File: src/rtl/fu_complete_buffer_pkg.sv
// Shared sizing and types for the FU completion buffer and its rotating selector.
package fu_complete_buffer_pkg;

  localparam int NUM_FU          = 5;
  localparam int SUPERSCALAR_WAY = 2;
  localparam int PHY_REG_NUM     = 8;
  localparam int PREG_W          = $clog2(PHY_REG_NUM);
  localparam int PTR_W           = $clog2(NUM_FU);

  typedef logic [PREG_W-1:0] preg_idx_t;
  typedef logic [NUM_FU-1:0] fu_vec_t;
  typedef logic [PTR_W-1:0]  ptr_t;

  // Advance a slot index by one, wrapping NUM_FU-1 back to 0.
  function automatic ptr_t ptr_inc(input int idx);
    return (idx >= NUM_FU - 1) ? '0 : ptr_t'(idx + 1);
  endfunction

endpackage

File: src/rtl/fu_complete_buffer_rr_multi_select.sv
// Rotating-priority selector: grants up to SUPERSCALAR_WAY requests starting at start_ptr.
// Purely combinational; next_ptr points one past the last granted slot.
module fu_complete_buffer_rr_multi_select
  import fu_complete_buffer_pkg::*;
(
  input  logic [NUM_FU-1:0] req,
  input  logic [PTR_W-1:0]  start_ptr,
  output logic [NUM_FU-1:0] grant,
  output logic [PTR_W-1:0]  next_ptr
);

  int n_granted;

  always_comb begin
    grant     = '0;
    next_ptr  = start_ptr;
    n_granted = 0;
    for (int k = 0; k < NUM_FU; k++) begin
      int   slot;
      ptr_t slot_p;
      slot = int'(start_ptr) + k;
      if (slot >= NUM_FU) slot = slot - NUM_FU;
      slot_p = ptr_t'(slot);
      if (req[slot_p] && (n_granted < SUPERSCALAR_WAY)) begin
        grant[slot_p] = 1'b1;
        n_granted     = n_granted + 1;
        next_ptr      = ptr_inc(slot);
      end
    end
  end

endmodule

File: src/rtl/fu_complete_buffer.sv
// One-entry-per-FU completion buffer feeding the CDB with rotating-priority selection.
// Build option FU_COMPLETE_BYPASS_EN: empty slots with an incoming result may be forwarded same cycle.
module fu_complete_buffer
  import fu_complete_buffer_pkg::*;
(
  input  logic                           clk,
  input  logic                           reset,
  input  logic [NUM_FU-1:0]              fu_valid_i,
  input  logic [NUM_FU-1:0][PREG_W-1:0]  fu_preg_i,
  output logic [NUM_FU-1:0]              fu_ready_o,
  input  logic                           squash_i,
  output logic [NUM_FU-1:0]              FU_complete_o,
  output logic [NUM_FU-1:0][PREG_W-1:0]  ready_reg_index_o
);

  fu_vec_t   vld;
  preg_idx_t preg [NUM_FU];
  ptr_t      rr_ptr;

  fu_vec_t   req;
  fu_vec_t   grant_raw;
  fu_vec_t   grant;
  fu_vec_t   xfer;
  fu_vec_t   store;
  ptr_t      next_ptr;
  preg_idx_t cand_preg [NUM_FU];

  always_comb begin
`ifdef FU_COMPLETE_BYPASS_EN
    req = vld | (fu_valid_i & {NUM_FU{~squash_i}});
    for (int i = 0; i < NUM_FU; i++) begin
      cand_preg[i] = vld[i] ? preg[i] : fu_preg_i[i];
    end
`else
    req = vld;
    for (int i = 0; i < NUM_FU; i++) begin
      cand_preg[i] = preg[i];
    end
`endif
  end

  fu_complete_buffer_rr_multi_select u_select (
    .req       (req),
    .start_ptr (rr_ptr),
    .grant     (grant_raw),
    .next_ptr  (next_ptr)
  );

  // Squash suppresses every grant and every transfer for the cycle.
  always_comb begin
    grant      = squash_i ? '0 : grant_raw;
    fu_ready_o = squash_i ? '0 : (~vld | grant);
    xfer       = fu_valid_i & fu_ready_o;
    store      = xfer & ~(grant & ~vld);
    FU_complete_o = grant;
    for (int i = 0; i < NUM_FU; i++) begin
      ready_reg_index_o[i] = grant[i] ? cand_preg[i] : '0;
    end
  end

  always_ff @(posedge clk or negedge reset) begin
    if (!reset) begin
      vld    <= '0;
      rr_ptr <= '0;
      for (int i = 0; i < NUM_FU; i++) preg[i] <= '0;
    end else begin
      if (squash_i) begin
        vld <= '0;
      end else begin
        for (int i = 0; i < NUM_FU; i++) begin
          if (store[i]) begin
            vld[i]  <= 1'b1;
            preg[i] <= fu_preg_i[i];
          end else if (grant[i]) begin
            vld[i]  <= 1'b0;
          end
        end
      end
      if (|grant) rr_ptr <= next_ptr;
    end
  end

endmodule

File: config.mk
export PLATFORM = sky130hd
export DESIGN_NAME = fu_complete_buffer
export DESIGN_NICKNAME = d
export VERILOG_FILES = /design/src/rtl/fu_complete_buffer_pkg.sv /design/src/rtl/fu_complete_buffer_rr_multi_select.sv /design/src/rtl/fu_complete_buffer.sv
export SDC_FILE = /design/constraint.sdc
export NUM_CORES = 1
export LEC_CHECK = 0
export CAP_MARGIN = 0
export CORE_UTILIZATION = 60
export DETAILED_ROUTE_END_ITERATION = 6
export GPL_TIMING_DRIVEN = 0
export PLACE_DENSITY = 0.87
export SYNTH_ARGS = -nofsm -noshare
export SYNTH_HDL_FRONTEND = slang
export SYNTH_SLANG_ARGS = --single-unit
File: constraint.sdc
create_clock -name clk -period 11.55 [get_ports clk]
set_input_delay 1.7325 -clock clk [delete_from_list [all_inputs] [get_ports clk]]
set_output_delay 1.7325 -clock clk [all_outputs]
set_load 0.01 [all_outputs]
==> impl_metrics.json, run 1 <==
{
  "dieArea_mm2": 0.00565,
  "critPathRequiredTime_ns": 9.82,
  "gp_congestion": 0.997,
  "ant_nets": 0,
  "finalMaxSlewViolations": 0,
  "ctsHoldBuffers": 0,
  "drv_cap": 0,
  "worstSetupStartpointType": "register",
  "port_buffers": 47,
  "grt_pass1_vias": 3080,
  "cp-end-kind": "primary output",
  "fin_nets": 497,
  "start_util_pct": 62.4,
  "synth_flop_cell": "dfrtp_1",
  "avgViaCountPerCell": 6.70,
  "worst_pin_slew_ns": 1.05,
  "synthDistinctLibCells": 81,
  "grt_overflow_total": 0,
  "syn_area_mm2": 0.00321,
  "fin_crit_sh_pct": 71.1,
  "synthTopCellsByArea": "dfrtp_1, ha_1, mux2_2",
  "fin_util_pct": 74.2,
  "ys_seq_area_share_pct": 17.9,
  "fin_cells": 516,
  "cts.sink_count": 23,
  "clk_pin_slew_ns": 0.08,
  "min_path_type": "register to register",
  "yosysTopAreaCellShare_pct": 17.9,
  "dp.cells": 512,
  "path_cells": "buf_2, inv_1, ha_1, buf_2, clkinv_1, nor4_1, a31oi_1, o22ai_1, nand2b_1, clkbuf_1, inv_1, ha_1, or3_4, nand2_1, ha_1, nor2_1, a221oi_2, a21oi_2, a32oi_1, o31a_2, nor2_1, and2_1, clkdlybuf4s50_1",
  "syn_nets": 445,
  "grt_pass1_wl_um": 14700,
  "vias": 3455,
  "setup_viol_count_final": 0,
  "status": "complete, no violations",
  "finalWirelength_um": 9660,
  "fin_skew_ns": 0.00613,
  "fmax_mhz": 122,
  "synth_top_area_cell": "dfrtp_1",
  "maxSlewHeadroom_pct": 29.9,
  "crit_type": "register to primary output",
  "clk_path_buf_depth": 2,
  "post_cts_buffers": 0,
  "hold_depth": 1,
  "drt-pass1-iter-count": 7,
  "arrival_ns": 6.48,
  "hold_viol": 0,
  "drive_above_1_share_pct": 14.8,
  "min_period_ns": 8.21,
  "h-tree-depth": 1,
  "crit_top_cell": "ha_1",
  "clk_latency_ns": 0.27,
  "synth_common_cells": "nor2_1, nand2_1, ha_1, inv_1, dfrtp_1",
  "synth_most_common_cell": "nor2_1",
  "numCtsBuffers": 3,
  "cts_tree": "built",
  "async_flop_share_pct": 100,
  "drc": 0,
  "syn_avg_cell_area_um2": 8.12,
  "final-seq-area_um2": 576,
  "multi_input_area_mm2": 0.00244,
  "ys_seq_elements": 23,
  "die_w_um": 75.1,
  "grtUsageTotal_pct": 34.7,
  "rr_worst_depth": 23,
  "area_growth_pct": 18.8,
  "grt_max_degree": 24,
  "antenna_found_initial": 0,
  "rows": 26,
  "totalNegativeSetupSlack_ns": 0,
  "drt_iter0_drc": 337,
  "io_pins": 48,
  "rsz0062_at_grt": "false",
  "hpwl_um": 7330,
  "core-area_mm2": 0.00514,
  "cts-root-buf": "clkbuf_8",
  "die_y_um": 75.1,
  "cts.repair.resized": 0,
  "cp_slowest_stage_delay_ns": 0.53,
  "synth_cells": 395,
  "diodes": 0,
  "slowest_stage": "clkdlybuf4s50_1",
  "fillCellCount": 418,
  "wl_per_cell_um": 18.7,
  "critPathMaxFanout": 10,
  "synth-edff-count": 0,
  "yosysWarnings": 0
}
## routing by layer
layer  wire length (um)  track usage (%)  vias up
li1                   -                -     1582
met1               3950             43.9     1608
met2               4400             57.3      221
met3                875             5.35       44
met4                435             18.7        0
met5                  0                0        -
## worst max-delay path: cells and delay by family, from the launching register on
| kind | cells | cell delay (ns) |
|---|---|---|
| and+or+nand+nor | 7 | 1.69 |
| AOI/OAI and AO/OA | 6 | 1.18 |
| buffers and inverters | 7 | 1.99 |
| DFF | 1 | 0.48 |
| adders and majority gates | 3 | 0.86 |
## state kept, by name, summed over array words and instances (netlist names)
name and cells:
req 5, cand_preg 15, rr_ptr 3
## kinds of logic after synthesis
logic type               after synthesis  share of synthesized area, %
adder cells (fa/ha/maj)               27                          10.8
XOR/XNOR                               7                          1.91
AND/OR/NAND/NOR                      143                          23.6
AO/OA/AOI/OAI                        127                          31.6
buffers and inverters                 46                          6.08
multiplexers                          22                          8.15
flip-flops                            23                          17.9
## final cells by class
| cell class | instances | area share (%) |
|---|---|---|
| multi-input combinational | 326 | 63.9 |
| sequential | 23 | 15.1 |
| timing repair buffer | 47 | 12.3 |
| inverter | 28 | 2.76 |
| buffer | 18 | 2.36 |
| tap | 70 | 2.30 |
| clock buffer | 3 | 1.08 |
| clock inverter | 1 | 0.131 |
## final timing paths
kind | startpoint | endpoint | slack (ns)
hold reg to reg | cand_preg[2]$_DFFE_PN0P_ | cand_preg[2]$_DFFE_PN0P_ | 0.50
setup reg to reg | rr_ptr[1]$_DFFE_PN0P_ | rr_ptr[1]$_DFFE_PN0P_ | 5.36
setup / recovery | rr_ptr[1]$_DFFE_PN0P_ | ready_reg_index_o[1] | 3.34
hold / removal | cand_preg[2]$_DFFE_PN0P_ | cand_preg[2]$_DFFE_PN0P_ | 0.50
max in group asynchronous | reset | req[1]$_DFFE_PN0P_ | 8.89
min in group asynchronous | reset | cand_preg[7]$_DFFE_PN0P_ | 2.03
## cells in the final DEF (no fill, tap or decap), types with 4 or more instances in the layout
cell	instances
nor2b_1	5
mux2_2	13
a311oi_1	5
and3_1	8
clkbuf_1	8
nor2_1	33
nand2_1	28
a22o_1	5
a2bb2oi_1	5
xnor2_1	7
and2_1	14
nand3_1	13
clkdlybuf4s50_1	47
mux2_4	5
a32oi_1	4
o21ai_0	18
inv_1	24
nor3_1	4
buf_4	4
o22ai_1	6
nand2b_1	12
a21oi_1	20
mux2i_1	4
ha_1	26
buf_2	6
a211oi_1	4
dfrtp_1	23
a31oi_1	7
## per-stage QoR
step           hold WS [ns]  cell area (um2)  worst slack, ns
6_report              0.501             3810             3.34
5_1_grt               0.508             3810             3.04
4_1_cts               0.504             3810             3.47
3_5_place_dp          0.485             3770             3.82
3_3_place_gp          0.479             3770             3.91
2_1_floorplan         0.470             3210             5.14
Power of run 1 is left out: the tool's default activity adds up to more than one toggle a clock period on the data nets, which glitch-free logic cannot reach.
==> run 2: changes to the inputs <==
--- a/config.mk
+++ b/config.mk
@@ -6,10 +6,10 @@
 export NUM_CORES = 1
 export LEC_CHECK = 0
 export CAP_MARGIN = 0
-export CORE_UTILIZATION = 60
+export CORE_UTILIZATION = 51
 export DETAILED_ROUTE_END_ITERATION = 6
 export GPL_TIMING_DRIVEN = 0
-export PLACE_DENSITY = 0.87
+export PLACE_DENSITY = 0.79
 export SYNTH_ARGS = -nofsm -noshare
 export SYNTH_HDL_FRONTEND = slang
 export SYNTH_SLANG_ARGS = --single-unit
==> constraint.sdc (replaced) <==
create_clock -name clk -period 7.55 [get_ports clk]
set_input_delay 1.1325 -clock clk [delete_from_list [all_inputs] [get_ports clk]]
set_output_delay 1.1325 -clock clk [all_outputs]
set_load 0.01 [all_outputs]
==> run 2 against run 1 <==
Against the previous run: wire length rose by 0.60%; register-to-register slack worse by 3.5 ns; sequential share of layout area down 0.071 points; cell area increased by 0.69%; count of clock-buffer cells in the layout up 1; critical path type unchanged; critical endpoint unchanged; flip-flop and latch count did not move.
==> impl_metrics.json, run 2 (synthesis results as in run 1) <==
{
  "grt_max_degree": 24,
  "hold_viol": 0,
  "min_period_ns": 7.18,
  "dieArea_mm2": 0.00661,
  "fin_nets": 496,
  "vias": 3435,
  "avgViaCountPerCell": 6.61,
  "hpwl_um": 7400,
  "worstSetupStartpointType": "register",
  "drt_iter0_drc": 366,
  "cts_tree": "built",
  "port_buffers": 47,
  "fin_crit_sh_pct": 95.2,
  "critPathMaxFanout": 10,
  "drv_cap": 0,
  "worst_pin_slew_ns": 1.02,
  "grt_pass1_wl_um": 15700,
  "clk_path_buf_depth": 2,
  "crit_type": "register to primary output",
  "critPathRequiredTime_ns": 6.42,
  "final_cell_mix": "clkdlybuf4s50_1, nor2_1, nand2_1",
  "cp.depth": 22,
  "clk_pin_slew_ns": 0.08,
  "min_path_type": "register to register",
  "cp_top_family": "simple AND/OR/NAND/NOR gates",
  "cp-end-kind": "primary output",
  "grtUsageTotal_pct": 30.8,
  "grt_pass1_vias": 3343,
  "wl_per_cell_um": 18.7,
  "finalWirelength_um": 9720,
  "setup_viol_count_final": 0,
  "io_pins": 48,
  "drive_above_1_share_pct": 16.0,
  "maxSlewHeadroom_pct": 31.9,
  "grt_overflow_total": 0,
  "die_w_um": 81.3,
  "endpoint": "ready_reg_index_o[1]",
  "h-tree-depth": 1,
  "ant_nets": 0,
  "ctsHoldBuffers": 0,
  "startpoint": "rr_ptr[1]$_DFFE_PN0P_",
  "rows": 28,
  "fin_skew_ns": 0.00110,
  "fin_cells": 520,
  "finalMaxSlewViolations": 0,
  "numCtsBuffers": 3,
  "cts.sink_count": 23,
  "path_cells": "buf_2, inv_1, ha_1, buf_2, clkinv_2, nor4_1, a31oi_1, o22ai_1, nand2b_2, inv_1, ha_1, or3_4, nand2_1, ha_1, nor2_1, a221oi_2, a21oi_2, a32oi_1, o31a_2, nor2_2, and2_1, clkdlybuf4s50_1",
  "gp_congestion": 0.950,
  "largest_register_ffs": 15,
  "slowest_stage": "clkdlybuf4s50_1",
  "crit_top_cell": "ha_1",
  "r2r_start": "rr_ptr[1]$_DFFE_PN0P_",
  "status": "complete, no violations",
  "drc": 0,
  "core-area_mm2": 0.00599,
  "final_common_cell": "clkdlybuf4s50_1",
  "drt-pass1-iter-count": 5,
  "antenna_found_initial": 0,
  "fmax_mhz": 139,
  "die_y_um": 81.3,
  "totalNegativeSetupSlack_ns": 0,
  "start_util_pct": 53.6,
  "rr_worst_depth": 21,
  "clk_latency_ns": 0.26,
  "cts-root-buf": "clkbuf_8",
  "diodes": 0,
  "crit_buf_inv": 6,
  "cp_slowest_stage_delay_ns": 0.53,
  "fillCellCount": 507,
  "r2r-end": "cand_preg[5]$_DFFE_PN0P_",
  "arrival_ns": 6.05,
  "reg2reg_slack_ns": 1.83,
  "area_growth_pct": 19.6,
  "dp.cells": 517
}
run 2: through the flow:
| step | hold slack (ns) | setup WS, ns | util, % | cell area (um2) |
|---|---|---|---|---|
| after detailed placement | 0.486 | 0.255 | 63.0 | 3770 |
| final | 0.500 | 0.366 | 64.1 | 3840 |
| after global routing | 0.529 | -0.00277 | 64.1 | 3840 |
| after floorplan | 0.470 | 1.74 | - | 3210 |
| after CTS | 0.505 | 0.0528 | 63.8 | 3820 |
| after global placement | 0.479 | 0.301 | 63.0 | 3770 |
run 2: layer usage:
| metal | wire length (um) | global-route usage, % |
|---|---|---|
| met1 | 4040 | 38.4 |
| met2 | 4450 | 50.7 |
| met3 | 862 | 5.96 |
| met4 | 370 | 14.3 |
| met5 | 0 | 0 |
run 2: repair_timing:
| action | 4_1_cts | 5_1_grt |
|---|---|---|
| setup endpoints to repair | 6 | 24 |
| setup buffers | 0 | 0 |
| resized for setup | 1 | 7 |
| pin swaps | 0 | 0 |
run 2: layout make-up:
type,instances,area (um2),area share (%)
multi-input cells,326,2460,64.1
plain buffers,17,87.6,2.28
repair buffers,47,470,12.3
well taps,75,93.8,2.44
flip-flops and latches,23,577,15.0
clock buffers,4,45.0,1.17
inverters,28,106,2.77
run 2: worst min-delay path by stage:
stage | start | end | slack [ns] | cells after the start
after floorplan | cand_preg[0]$_DFFE_PN0P_ | cand_preg[0]$_DFFE_PN0P_ | 0.47 | 1
after global placement | cand_preg[4]$_DFFE_PN0P_ | cand_preg[4]$_DFFE_PN0P_ | 0.48 | 1
after detailed placement | cand_preg[14]$_DFFE_PN0P_ | cand_preg[14]$_DFFE_PN0P_ | 0.49 | 1
after CTS | cand_preg[6]$_DFFE_PN0P_ | cand_preg[6]$_DFFE_PN0P_ | 0.51 | 1
after global routing | cand_preg[14]$_DFFE_PN0P_ | cand_preg[14]$_DFFE_PN0P_ | 0.53 | 1
final | cand_preg[6]$_DFFE_PN0P_ | cand_preg[6]$_DFFE_PN0P_ | 0.50 | 1
run 2: worst register-to-register path, delay by kind of cell, from the launching register on:
kind                     cells  cell delay (ns)
flip-flops                   1             0.48
AO/OA/AOI/OAI                7             1.69
adder cells (fa/ha/maj)      3             0.76
AND/OR/NAND/NOR              5             1.24
multiplexers                 1             0.38
buffers and inverters        5             1.05
Power of run 2 is left out for the same reason.
==> edit, RTL diff (settings of run 2) <==
The package constant `PHY_REG_NUM` goes from 8 to 16.
--- a/src/rtl/fu_complete_buffer_pkg.sv
+++ b/src/rtl/fu_complete_buffer_pkg.sv
@@ -4,5 +4,5 @@
   localparam int NUM_FU          = 5;
   localparam int SUPERSCALAR_WAY = 2;
-  localparam int PHY_REG_NUM     = 8;
+  localparam int PHY_REG_NUM     = 16;
   localparam int PREG_W          = $clog2(PHY_REG_NUM);
   localparam int PTR_W           = $clog2(NUM_FU);
Ports: changed (resized fu_preg_i and ready_reg_index_o); port bits go from 48 to 58. The function was not compared with the original's and may differ.
==> edit against run 2 <==
Core utilization grew 2.2 points; sequential cell count increased by 5; fmax fell by 1.2%; setup slack got worse by 0.086 ns; routed wire length fell by 3.2%; die area increased by 3.2%; synthesized area is 3.2% higher; design area increased by 9.0%; via count down 4.7%; synthesized cell count grew 1.8%; non-clock buffer count rose by 18; worst hold slack worse by 0.010 ns; critical path type unchanged.
Power is not shown: default switching activity piles up to over one toggle a cycle in this logic, so the estimate is an artifact.
==> edit: results (changes against run 2) <==
status complete, no violations; Mapped Nets 457 (+2.7%); PostCTS Resize Cnt 14 (+13); Worst Skew 0.005339 ns (+0.004240 ns); DP Worst Slack -0.2238 ns (-0.4789 ns); Total GRT Usage 27.81% (-3.0 points); number of flip-flops in the largest register 20 (+5); DRC violation total after the first TritonRoute iteration 323 (-12%); distinct cell type count after synthesis 68 (-16%); Initial DRT Pass Iterations 6 (+1); reg2reg start rr_ptr[0]; nets 521 (+5.0%); ANT nets after route 0 (unchanged); FF-to-FF path depth 27 (+29%); part of the Yosys area used for sequential elements 21.15% (+3.2 points); hpwl dp 7120 um (-3.8%); FF-to-FF End cand_preg[12]; met1 Resource Use GR 36.62% (-1.7 points); CP peak stage delay 0.55 ns (+0.02 ns); M3 GR Usage 4.176% (-1.8 points); DR WL met3 619 um (-28%); hold_ws 0.4894 ns (-0.01021 ns); Slew headroom 54.16% (+22 points); H-Tree Depth 1 (unchanged); crit-path leading delay family buffers and inverters; worst hold-check path type reg2reg; grt met2 use 46.53% (-4.2 points); fin. max-slew vios 0 (unchanged); DR WL met2 4399 um (-1.1%); global-route wire length before repair 14430 um (-8.0%); Synth area leaders dfrtp_1 21%, ha_1 9.8%, and2_1 4.5%; Placer Congestion 0.9940 (+4.6%); via count of the first global-routing pass 3059 (-8.5%); Commonest cells post-synth 39 x nor2_1, 36 x nand2_1, 28 x dfrtp_1; Post-DP Area 3970 um^2 (+5.2%); Tmin final 7.271 ns (+0.08610 ns); clk_lat worst skew 0.28 ns (+0.02 ns); clock transition time at the flip-flop clock pins of the worst setup and hold paths 0.10 ns (+0.02 ns); worst path arrival time 6.14 ns (+0.09 ns); Post-CTS Setup Bufs 0 (unchanged); hold path endpoint cand_preg[0]; Buffers on Ports 56 (+19%); largest net degree at the start of global routing 29 (+21%); FF-to-FF setup slack 1.61 ns (-0.22 ns); share of cells above drive strength 1 15.91% (-0.041 points); WL final 9407 um (-3.2%); slowest cell on the critical path clkdlybuf4s50_1; critical path endpoint ready_reg_index_o[0]; vias per cell 6.037 (-8.6%); critical path peak fanout 10 (unchanged); M1 WL 4174 um (+3.3%); Hold Path Origin cand_preg[0]
==> edit: metrics by stage <==
step           util, %  std cells
4_1_cts          64.59        538
2_1_floorplan        -        402
6_report         66.31        542
3_3_place_gp     62.88        535
3_5_place_dp     62.88        535
5_1_grt          66.31        542
==> edit: cells by family after synthesis <==
| logic type | after synthesis | share of synthesized area, % |
|---|---|---|
| xor gates and xnor gates | 8 | 2.115 |
| buffers and inverters | 42 | 5.249 |
| DFF | 28 | 21.15 |
| adders and majority gates | 27 | 10.42 |
| muxes | 34 | 12.69 |
| AOI/OAI and AO/OA | 106 | 22.89 |
| and+or+nand+nor | 157 | 25.49 |
==> edit: final cells by class <==
cell class	instances	area (um^2)
Buffer	21	106.4
Multi-Input combinational cell	332	2537
Inverter	19	78.83
Fill cell	540	2127
Sequential cell	28	703.2
Clock buffer	3	41.29
Timing Repair Buffer	61	593.1
Tap cell	77	96.34
Clock inverter	1	30.03
